**src/rtl/fft_frame_loader.sv**
```systemverilog
// Snapshots the N-sample shift-register window every N enables and streams it
// out over a valid/ready handshake. Define FFT_LOADER_BITREV_EN for radix-2 DIT order.
module fft_frame_loader #(
    parameter int N     = 16,
    parameter int W     = 8,
    parameter int LOG2N = 4
) (
    input  logic             clk,
    input  logic             rst,
    input  logic             en,
    input  logic [N*W-1:0]   win_in,
    output logic [W-1:0]     o_data,
    output logic [LOG2N-1:0] o_idx,
    output logic             o_valid,
    input  logic             o_ready,
    output logic             o_last,
    output logic             overrun
);

    // state  | meaning
    // IDLE   | waiting for a frame_done; pending means capture on the next edge
    // STREAM | presenting frame samples, index i advances on each transfer
    typedef enum logic {IDLE, STREAM} state_t;

    state_t           state, state_nx;
    logic [LOG2N-1:0] cnt, i, i_nx, src;
    logic             pending, pending_nx, overrun_nx;
    logic             frame_done, xfer, capture;
    logic [W-1:0]     frame [N];

    function automatic logic [LOG2N-1:0] bitrev(input logic [LOG2N-1:0] v);
        logic [LOG2N-1:0] r;
        for (int b = 0; b < LOG2N; b++) r[b] = v[LOG2N-1-b];
        return r;
    endfunction

    assign frame_done = en && (cnt == LOG2N'(N-1));
    assign xfer       = (state == STREAM) && o_ready;

`ifdef FFT_LOADER_BITREV_EN
    assign src = bitrev(i);
`else
    assign src = i;
`endif

    always_comb begin
        state_nx   = state;
        i_nx       = i;
        pending_nx = pending;
        overrun_nx = overrun;
        capture    = 1'b0;
        case (state)
            IDLE: begin
                if (pending) begin
                    capture    = 1'b1;
                    pending_nx = 1'b0;
                    i_nx       = '0;
                    state_nx   = STREAM;
                end else if (frame_done) begin
                    pending_nx = 1'b1;
                end
            end
            STREAM: begin
                // a frame completing while we still hold the previous one is lost
                if (frame_done) overrun_nx = 1'b1;
                if (xfer) begin
                    if (i == LOG2N'(N-1)) state_nx = IDLE;
                    else                  i_nx     = i + 1'b1;
                end
            end
            default: state_nx = IDLE;
        endcase
    end

    always_ff @(posedge clk or posedge rst) begin
        if (rst) begin
            state   <= IDLE;
            cnt     <= '0;
            i       <= '0;
            pending <= 1'b0;
            overrun <= 1'b0;
        end else begin
            state   <= state_nx;
            i       <= i_nx;
            pending <= pending_nx;
            overrun <= overrun_nx;
            if (en) cnt <= cnt + 1'b1;
        end
    end

    always_ff @(posedge clk or posedge rst) begin
        if (rst) begin
            for (int k = 0; k < N; k++) frame[k] <= '0;
        end else if (capture) begin
            for (int k = 0; k < N; k++) frame[k] <= win_in[k*W +: W];
        end
    end

    // outputs are zeroed outside STREAM so idle values match reset values
    assign o_valid = (state == STREAM);
    assign o_idx   = o_valid ? i : '0;
    assign o_data  = o_valid ? frame[src] : '0;
    assign o_last  = o_valid && (i == LOG2N'(N-1));

endmodule

```
**config.mk**
```make
export PLATFORM = sky130hd
export DESIGN_NAME = fft_frame_loader
export DESIGN_NICKNAME = d
export VERILOG_FILES = /design/src/rtl/fft_frame_loader.sv
export SDC_FILE = /design/constraint.sdc
export NUM_CORES = 1
export LEC_CHECK = 0
export BUFFER_PORTS_ARGS = -buffer_cell sky130_fd_sc_hd__buf_2
export CAP_MARGIN = 25
export CORE_ASPECT_RATIO = 0.9
export CORE_MARGIN = 3
export CORE_UTILIZATION = 55
export CTS_BUF_LIST = sky130_fd_sc_hd__clkbuf_8
export DETAILED_ROUTE_END_ITERATION = 12
export GPL_TIMING_DRIVEN = 1
export PLACE_DENSITY = 0.89
export SYNTH_ARGS = -nofsm -noshare
export SYNTH_HDL_FRONTEND = slang
export SYNTH_SLANG_ARGS = --single-unit
```
**constraint.sdc**
```tcl
create_clock -name clk -period 5 [get_ports clk]
set_clock_uncertainty 0.15 [all_clocks]
set_input_delay 0.25 -clock clk [delete_from_list [all_inputs] [get_ports clk]]
set_output_delay 0.25 -clock clk [all_outputs]
set_load 0.02 [all_outputs]
```
**After elaboration in Yosys (flattened, before gate mapping)**

Index checks and enable logic that the tools add are counted.

- Flip-flop bits (word level): 139
- Bits in latches: 0
- Bits in writable memories: 0
- Bits in read-only memories: 0
- Input port bits: 132
- Output and inout bits: 15
- Logic and storage cells: 52
- Memories: 0

- $add $sub $neg: 2
- Multipliers: 0
- Div/mod/pow operators: 0
- Magnitude comparators: 1
- Equality and inequality tests: 5
- Shift operators: 0
- Mux-type cells: 16
- Bitwise gates (word level): 2
- Reduce and logical (&&, ||, !) cells: 5

Operators by type and width:

| operator | count |
|---|---|
| 8-bit binary-select mux with 4-bit select | 1 |
| 8-bit 2-to-1 mux | 3 |
| 4-bit 2-to-1 mux | 4 |
| 4-bit by 1-bit adder with 4-bit output (second input constant) | 2 |
| 4-bit == test (second input constant) | 2 |
| 4-bit one-hot mux with 2 select lines | 1 |
| 1-bit 2-to-1 mux | 6 |
| 5-bit >= comparator (second input constant) | 1 |
| 4-bit NOT with 5-bit output | 1 |
| 2-bit != test (second input constant) | 2 |
| 1-bit logical AND | 3 |
| 3-bit AND reduction | 1 |
| 2-bit by 1-bit != test with 1-bit output (second input constant) | 1 |
| 1-bit one-hot mux with 2 select lines | 1 |
| 2-bit AND reduction | 1 |
| 1-bit NOT | 1 |

**Logic depth before layout (Yosys ltp)**

Gate-level depths: netlist of the first run.

- Depth in word-level cells: 5
- Mapped depth: 7
- Gate-level depth less buffers: 5

**Least setup slack after synthesis of the first run**

Ideal clock, no wire load.

- Kind: reg2out
- Start: register i[1]
- End: output o_data[0]
- Data arrival time: 1.358 ns
- Data required time: 4.600 ns
- Slack: 3.242 ns
- Stages on the path, launching flop included: 6
- Buffers on the path: 2
- Cell sequence: dfrtp_1 -> buf_6 -> buf_12 -> mux4_2 -> o21ai_1 -> nand2_1

- Cells in the longest elaborated chain, start to end: 5

Ends and longest elaborated chain:

| what | RTL line | text |
|---|---|---|
| from (decl) | 26 | `logic [LOG2N-1:0] cnt, i, i_nx, src;` |
| from (signal assigned) | 84 | `i <= i_nx;` |
| 4-bit NOT with 5-bit output (not written as such) | 102 | `assign o_data = o_valid ? frame[src] : '0;` |
| 8-bit binary-select mux with 4-bit select | 102 |  |
| 8-bit 2-to-1 mux (not written as such) (2 in series) | 102 |  |
| 8-bit 2-to-1 mux | 102 |  |
| to (decl) | 12 | `output logic [W-1:0] o_data,` |

Every way passes these cells. The select of a mux whose other input is x is not followed.

**Worst setup path after layout of the first run**

- Start: register i[2]
- End: output o_data[4]

Same word-level chain as after synthesis.

==> results.py, run 1 <==
metrics = {
    "routing": {
        "post_drt_wl_per_cell_microns": 17.8,
        "top_layer": "met4",
        "drt-met1-wl_microns": 7910,
        "postRouteAntennaNets": 0,
        "drt-pass1-iter-count": 5,
        "wl_met3_microns": 1800,
        "routed_wl_microns": 20300,
        "drtIter0Drc": 731,
        "dr_wl_met2_microns": 9910,
        "avgViaCountPerCell": 5.45,
        "drc": 0,
        "vias": 6211,
    },
    "critical_path": {
        "cp.required_ns": 4.60,
        "worst-setup-path-type": "flip-flop to output port",
        "crit_path_max_fanout": 18,
        "endpoint_kind": "output port",
        "cp-start-kind": "flip-flop",
        "arrival_ns": 2.71,
        "r2r_slack_ns": 2.47,
    },
    "logic_synthesis": {
        "syn_inst": 719,
        "mappedNetlistArea_sq_um": 6470,
        "synth-main-ff-cell": "dfrtp_1",
        "syn_nets": 853,
        "muxShareOfSynthArea_pct": 10.5,
        "ys_async_sr_fraction_pct": 100,
        "synth_top_family_by_area": "simple AND/OR/NAND/NOR gates",
        "synth_compound_area_share_pct": 4.25,
        "yosysUniqueCellTypes": 36,
        "synth-simple-area-share_pct": 25.9,
        "synth_seq_cells": 139,
        "syn_avg_cell_area_sq_um": 9.00,
        "ys_warn_count": 0,
        "ys_seq_area_share_pct": 53.8,
        "synth_edf_count": 0,
        "synth-xor-area-share_pct": 0.406,
        "synthAdderAreaFrac_pct": 0.387,
    },
    "layout": {
        "design_area_sq_um": 8900,
        "regArea_sq_um": 3480,
        "area_growth_pct": 37.6,
        "diodes": 0,
        "multi_input_area_sq_um": 2700,
        "nFillCells": 620,
        "fin_util_pct": 79.7,
        "drive_gt1_share_pct": 19.9,
        "layout.nets": 1109,
    },
    "grt": {
        "grt_pass1_vias": 6217,
        "antenna_found_initial": 0,
        "grt_usage_pct": 32.0,
        "globalRouteOverflowTotal": 0,
        "grt_pass1_wl_microns": 32200,
        "grt_max_degree": 90,
    },
    "floorplanning": {
        "die_h_microns": 109,
        "start_util_pct": 57.9,
        "die_area_sq_um": 13100,
        "pin_count": 147,
        "die_w_microns": 120,
        "coreArea_sq_um": 11200,
        "fp-row-count": 36,
    },
    "timing": {
        "tightest_slew_ns": 1.06,
        "rsz0062_at_grt": "no",
        "setup_violations": 0,
        "drv_slew": 0,
        "finalCritPeriodShare_pct": 62.3,
        "hold_viol_final": 0,
        "maxSlewHeadroom_pct": 29.5,
        "layout_setup_ws_ns": 1.89,
        "fmax_mhz": 321,
        "finalSetupTns_ns": 0,
        "finalCriticalPeriod_ns": 3.11,
    },
    "clock_network": {
        "cts_sinks": 139,
        "cts_tree": "done",
        "cts_max_path_buffers": 2,
        "worstSkewPairLatency_ns": 0.44,
        "cts.clk_slew.worst_paths_ns": 0.08,
        "cts-htree-levels": 4,
        "cts_setup_buffers": 0,
        "cts_root_buffer": "clkbuf_8",
        "cts_resized": 0,
        "cts_buffers": 17,
    },
    "placement": {
        "placed_cell_area_sq_um": 7160,
        "dp_hpwl_microns": 11400,
        "dp_slack_ns": 2.51,
        "place_congestion": 0.856,
        "io_buffers": 146,
    },
    "power_and_ir_drop": {
        "total_leakage_power_nw": 4.25,
        "irDropWorstVdd_mv": 0.276,
        "powerDensity_nw_per_um2": 531,
    },
    "flow_run": {
        "cap_violations": 0,
    },
    "status": {
        "status": "finished clean",
    },
    "hold_path": {
        "hold_path_class": "primary input to asynchronous set/reset pin",
    },
}
## sequential cells by signal, summed over array words and instances, names as in the netlist
register,cells
overrun,1
pending,1
frame,128
cnt,4
o_valid,1
i,4
## cells by family after synthesis
logic type,count (synthesis)
compound gates,39
flops,139
simple gates,429
buf+inv,50
xor+xnor,3
mux,57
fa+ha+maj,2
## layout by cell type, fill, tap and decap left out, drive strengths merged, types with 2 or more instances in the layout
| master | Yosys | layout |
|---|---|---|
| nand2 | 398 | 398 |
| buf | 40 | 152 |
| dfrtp | 139 | 139 |
| dlygate4sd3 | 0 | 131 |
| mux2i | 48 | 48 |
| clkbuf | 6 | 21 |
| a22oi | 16 | 16 |
| nand3 | 11 | 11 |
| o21ai | 10 | 10 |
| a221oi | 8 | 8 |
| mux4 | 8 | 8 |
| and2 | 5 | 5 |
| clkinv | 0 | 5 |
| inv | 4 | 4 |
| nor2 | 3 | 3 |
| nand4 | 3 | 3 |
| bufinv | 0 | 3 |
| clkinvlp | 0 | 3 |
| nor2b | 3 | 3 |
| o211ai | 2 | 2 |
| or4 | 2 | 2 |
| xnor2 | 2 | 2 |
| ha | 2 | 2 |
## area by class of cell
class,count,area share [%]
clock buffer,21,3.25
clock inverter,11,1.59
inverter,4,0.225
multi-input combinational,530,30.3
sequential,139,39.1
tap,152,2.14
timing repair buffer,283,23.4
## layer usage
| metal | up-vias | GRT usage, % |
|---|---|---|
| met5 | - | 0 |
| met3 | 64 | 7.99 |
| met4 | 0 | 12.6 |
| li1 | 2824 | - |
| met2 | 387 | 53.3 |
| met1 | 2936 | 40.9 |
## final timing paths
check,cells after the start,start,end
worst max-delay path,6,i[2]$_DFFE_PP0P_,o_data[4]
worst min-delay path,3,rst,frame[16]$_DFFE_PP0P_
worst max register to register,5,o_valid$_DFF_PP0_,frame[126]$_DFFE_PP0P_
min in group clk,2,frame[57]$_DFFE_PP0P_,frame[57]$_DFFE_PP0P_
worst min register to register,2,frame[57]$_DFFE_PP0P_,frame[57]$_DFFE_PP0P_
max in group asynchronous,4,rst,frame[75]$_DFFE_PP0P_
## worst max-delay path, cell delays in order (launching register included)
cell and delay (ns):
dfrtp_1 0.87, buf_4 0.39, mux2i_1 0.13, a221oi_1 0.34
o21ai_0 0.21, nand2_1 0.16, buf_2 0.18
## through the flow
stage	power [W]	instances	hold slack [ns]
after detailed placement	0.00359	977	0.276
after floorplan	0.00314	719	0.185
after global routing	0.00499	1140	0.344
after CTS	0.00465	1140	0.331
after global placement	0.00351	977	0.275
final	0.00473	1140	0.310
## cell usage after synthesis, types with 5 or more instances
cell	number	area (sq um)
nand2_1	398	1490
dfrtp_1	139	3480
mux2i_1	48	480
buf_2	18	90.1
a22oi_1	16	120
buf_4	10	75.1
nand3_1	10	50.1
a221oi_1	8	70.1
buf_6	6	67.6
clkbuf_1	6	22.5
mux4_2	6	135
o21ai_1	6	30.0
buf_1	5	18.8
## power by group
part	total (W)	switching [W]	internal [W]
Sequential	0.00206	0.000421	0.00164
Clock	0.000975	0.000432	0.000543
Combinational	0.00169	0.000968	0.000727
Total	0.00473	0.00182	0.00291
## timing repair
item	4_1_cts	5_1_grt
setup endpoints to repair	0	0
hold buffers	131	0
endpoints found under the hold margin	215	0
Note: power is estimated with default switching activity, not from simulation.
==> run 2, diff against run 1 <==
--- a/config.mk
+++ b/config.mk
@@ -9,11 +9,11 @@
 export CAP_MARGIN = 25
 export CORE_ASPECT_RATIO = 0.9
 export CORE_MARGIN = 3
-export CORE_UTILIZATION = 55
+export CORE_UTILIZATION = 51
 export CTS_BUF_LIST = sky130_fd_sc_hd__clkbuf_8
 export DETAILED_ROUTE_END_ITERATION = 12
 export GPL_TIMING_DRIVEN = 1
-export PLACE_DENSITY = 0.89
+export PLACE_DENSITY = 0.87
 export SYNTH_ARGS = -nofsm -noshare
 export SYNTH_HDL_FRONTEND = slang
 export SYNTH_SLANG_ARGS = --single-unit
==> constraint.sdc (replaced) <==
create_clock -name clk -period 2.8 [get_ports clk]
set_clock_uncertainty 0.15 [all_clocks]
set_input_delay 0.14 -clock clk [delete_from_list [all_inputs] [get_ports clk]]
set_output_delay 0.14 -clock clk [all_outputs]
set_load 0.02 [all_outputs]
==> results.py, run 2 (synthesis gave the netlist of run 1 again) <==
metrics = {
    "power_and_ir_drop": {
        "p_comb_share_pct": 36.5,
        "p_switching_w": 0.00318,
        "seq_power_share_pct": 44.0,
        "irDropWorstVdd_mv": 0.473,
        "powerDensity_nw_per_um2": 928,
        "internal_power_w": 0.00512,
        "total_leakage_power_nw": 4.27,
        "total_power_w": 0.00830,
        "clock_power_share_pct": 19.5,
        "sw_frac_of_total_pct": 38.3,
    },
    "routing": {
        "vias": 6085,
        "postRouteAntennaNets": 0,
        "avgViaCountPerCell": 5.30,
        "drtIter0Drc": 648,
        "drc": 0,
        "drt-pass1-iter-count": 7,
        "routed_wl_microns": 19800,
        "post_drt_wl_per_cell_microns": 17.3,
    },
    "placement": {
        "dp_slack_ns": 0.623,
        "place_congestion": 0.904,
        "dp_hpwl_microns": 11900,
        "placed_cell_area_sq_um": 7240,
        "io_buffers": 146,
    },
    "grt": {
        "antenna_found_initial": 0,
        "grt_max_degree": 68,
        "grt_pass1_vias": 6277,
        "grt_pass1_wl_microns": 31600,
        "globalRouteOverflowTotal": 0,
        "grt_usage_pct": 28.7,
    },
    "timing": {
        "finalCriticalPeriod_ns": 2.60,
        "maxSlewHeadroom_pct": 55.0,
        "tightest_slew_ns": 0.673,
        "layout_setup_ws_ns": 0.205,
        "finalSetupTns_ns": 0,
        "fmax_mhz": 385,
        "drv_slew": 0,
        "setup_violations": 0,
        "rsz0062_at_grt": "no",
        "hold_viol_final": 0,
        "finalCritPeriodShare_pct": 92.7,
    },
    "layout": {
        "largest_reg_flops": 128,
        "top_regs": "frame (128), cnt (4), i (4)",
        "nFillCells": 789,
        "regMostFlops": "frame",
        "diodes": 0,
        "final_cell_mix": "397 x nand2_1, 146 x buf_2, 138 x dfrtp_1",
        "drive_gt1_share_pct": 19.9,
        "area_growth_pct": 38.3,
        "layout_commonest_cell": "nand2_1",
        "design_area_sq_um": 8950,
        "layout.nets": 1112,
    },
    "hold_path": {
        "hold_path_class": "primary input to asynchronous set/reset pin",
    },
    "critical_path": {
        "arrival_ns": 2.31,
        "endpoint_kind": "output port",
        "cp-start-kind": "flip-flop",
        "worst-setup-path-type": "flip-flop to output port",
        "cp.required_ns": 2.51,
        "crit_path_max_fanout": 18,
    },
    "floorplanning": {
        "coreArea_sq_um": 12200,
        "die_h_microns": 113,
        "start_util_pct": 52.9,
        "fp-row-count": 38,
        "die_area_sq_um": 14100,
        "pin_count": 147,
        "die_w_microns": 125,
    },
    "clock_network": {
        "cts.clk_slew.worst_paths_ns": 0.08,
        "worstSkewPairLatency_ns": 0.44,
        "cts_buffers": 17,
        "cts-htree-levels": 4,
        "cts_sinks": 139,
        "cts_setup_buffers": 0,
        "cts_max_path_buffers": 2,
        "cts_tree": "done",
        "cts_root_buffer": "clkbuf_8",
    },
    "flow_run": {
        "cap_violations": 0,
    },
    "status": {
        "status": "finished clean",
    },
}
[run 2: cell type report]
class	count	area [sq um]	share of cell area (%)
clock buffer	17	234	2.61
tap	160	200	2.24
sequential	139	3480	38.9
multi-input combinational	530	2700	30.1
timing repair buffer	286	2160	24.2
clock inverter	13	155	1.73
inverter	4	18.8	0.210
[run 2: critical path, cell delays in order (launching register included)]
cell and delay [ns]:
dfrtp_1 0.64, nor2b_1 0.62, a22oi_1 0.22, nand3_1 0.14
nand2_1 0.08, buf_2 0.17
[run 2: power groups by stage]
| stage | Sequential (W) | Combinational, W | Clock, W |
|---|---|---|---|
| finish | 0.00365 | 0.00303 | 0.00162 |
| global route | 0.00374 | 0.00335 | 0.00172 |
| CTS | 0.00363 | 0.00298 | 0.00163 |
| detailed placement | 0.00367 | 0.00282 | 0 |
| global placement | 0.00363 | 0.00270 | 0 |
| floorplan | 0.00334 | 0.00227 | 0 |
[run 2: worst paths after layout]
| path | start | cells after the start | slack (ns) | endpoint |
|---|---|---|---|---|
| worst max-delay path | i[0]$_DFFE_PP0P_ | 5 | 0.20 | o_data[1] |
| worst min-delay path | rst | 3 | 0.10 | frame[19]$_DFFE_PP0P_ |
| worst max register to register | i[0]$_DFFE_PP0P_ | 5 | 0.83 | i[3]$_DFFE_PP0P_ |
| worst min register to register | overrun$_DFFE_PP0P_ | 1 | 0.33 | overrun$_DFFE_PP0P_ |
| max in group asynchronous | rst | 4 | 1.71 | i[1]$_DFFE_PP0P_ |
| min in group clk | win_in[122] | 4 | 0.27 | frame[2]$_DFFE_PP0P_ |
[run 2: routing by layer]
metal	up-vias	share of wire (%)	track usage [%]
li1	2832	-	-
met1	2860	38	35.4
met2	339	50	49.1
met3	54	8.2	7.41
met4	0	3.0	11.0
met5	-	0	0
[run 2: metrics by stage]
stage,hold slack [ns],util (%),instances
global route,0.104,73.2,1149
global placement,0.00798,59.3,988
CTS,0.0908,73.2,1149
finish,0.101,73.2,1149
detailed placement,0.00930,59.3,988
floorplan,0.0748,-,719
[run 2: what timing repair did]
item,4_1_cts,5_1_grt
hold endpoints to repair,274,0
hold buffers,131,0
setup endpoints to repair,0,3
gates resized for setup,0,1
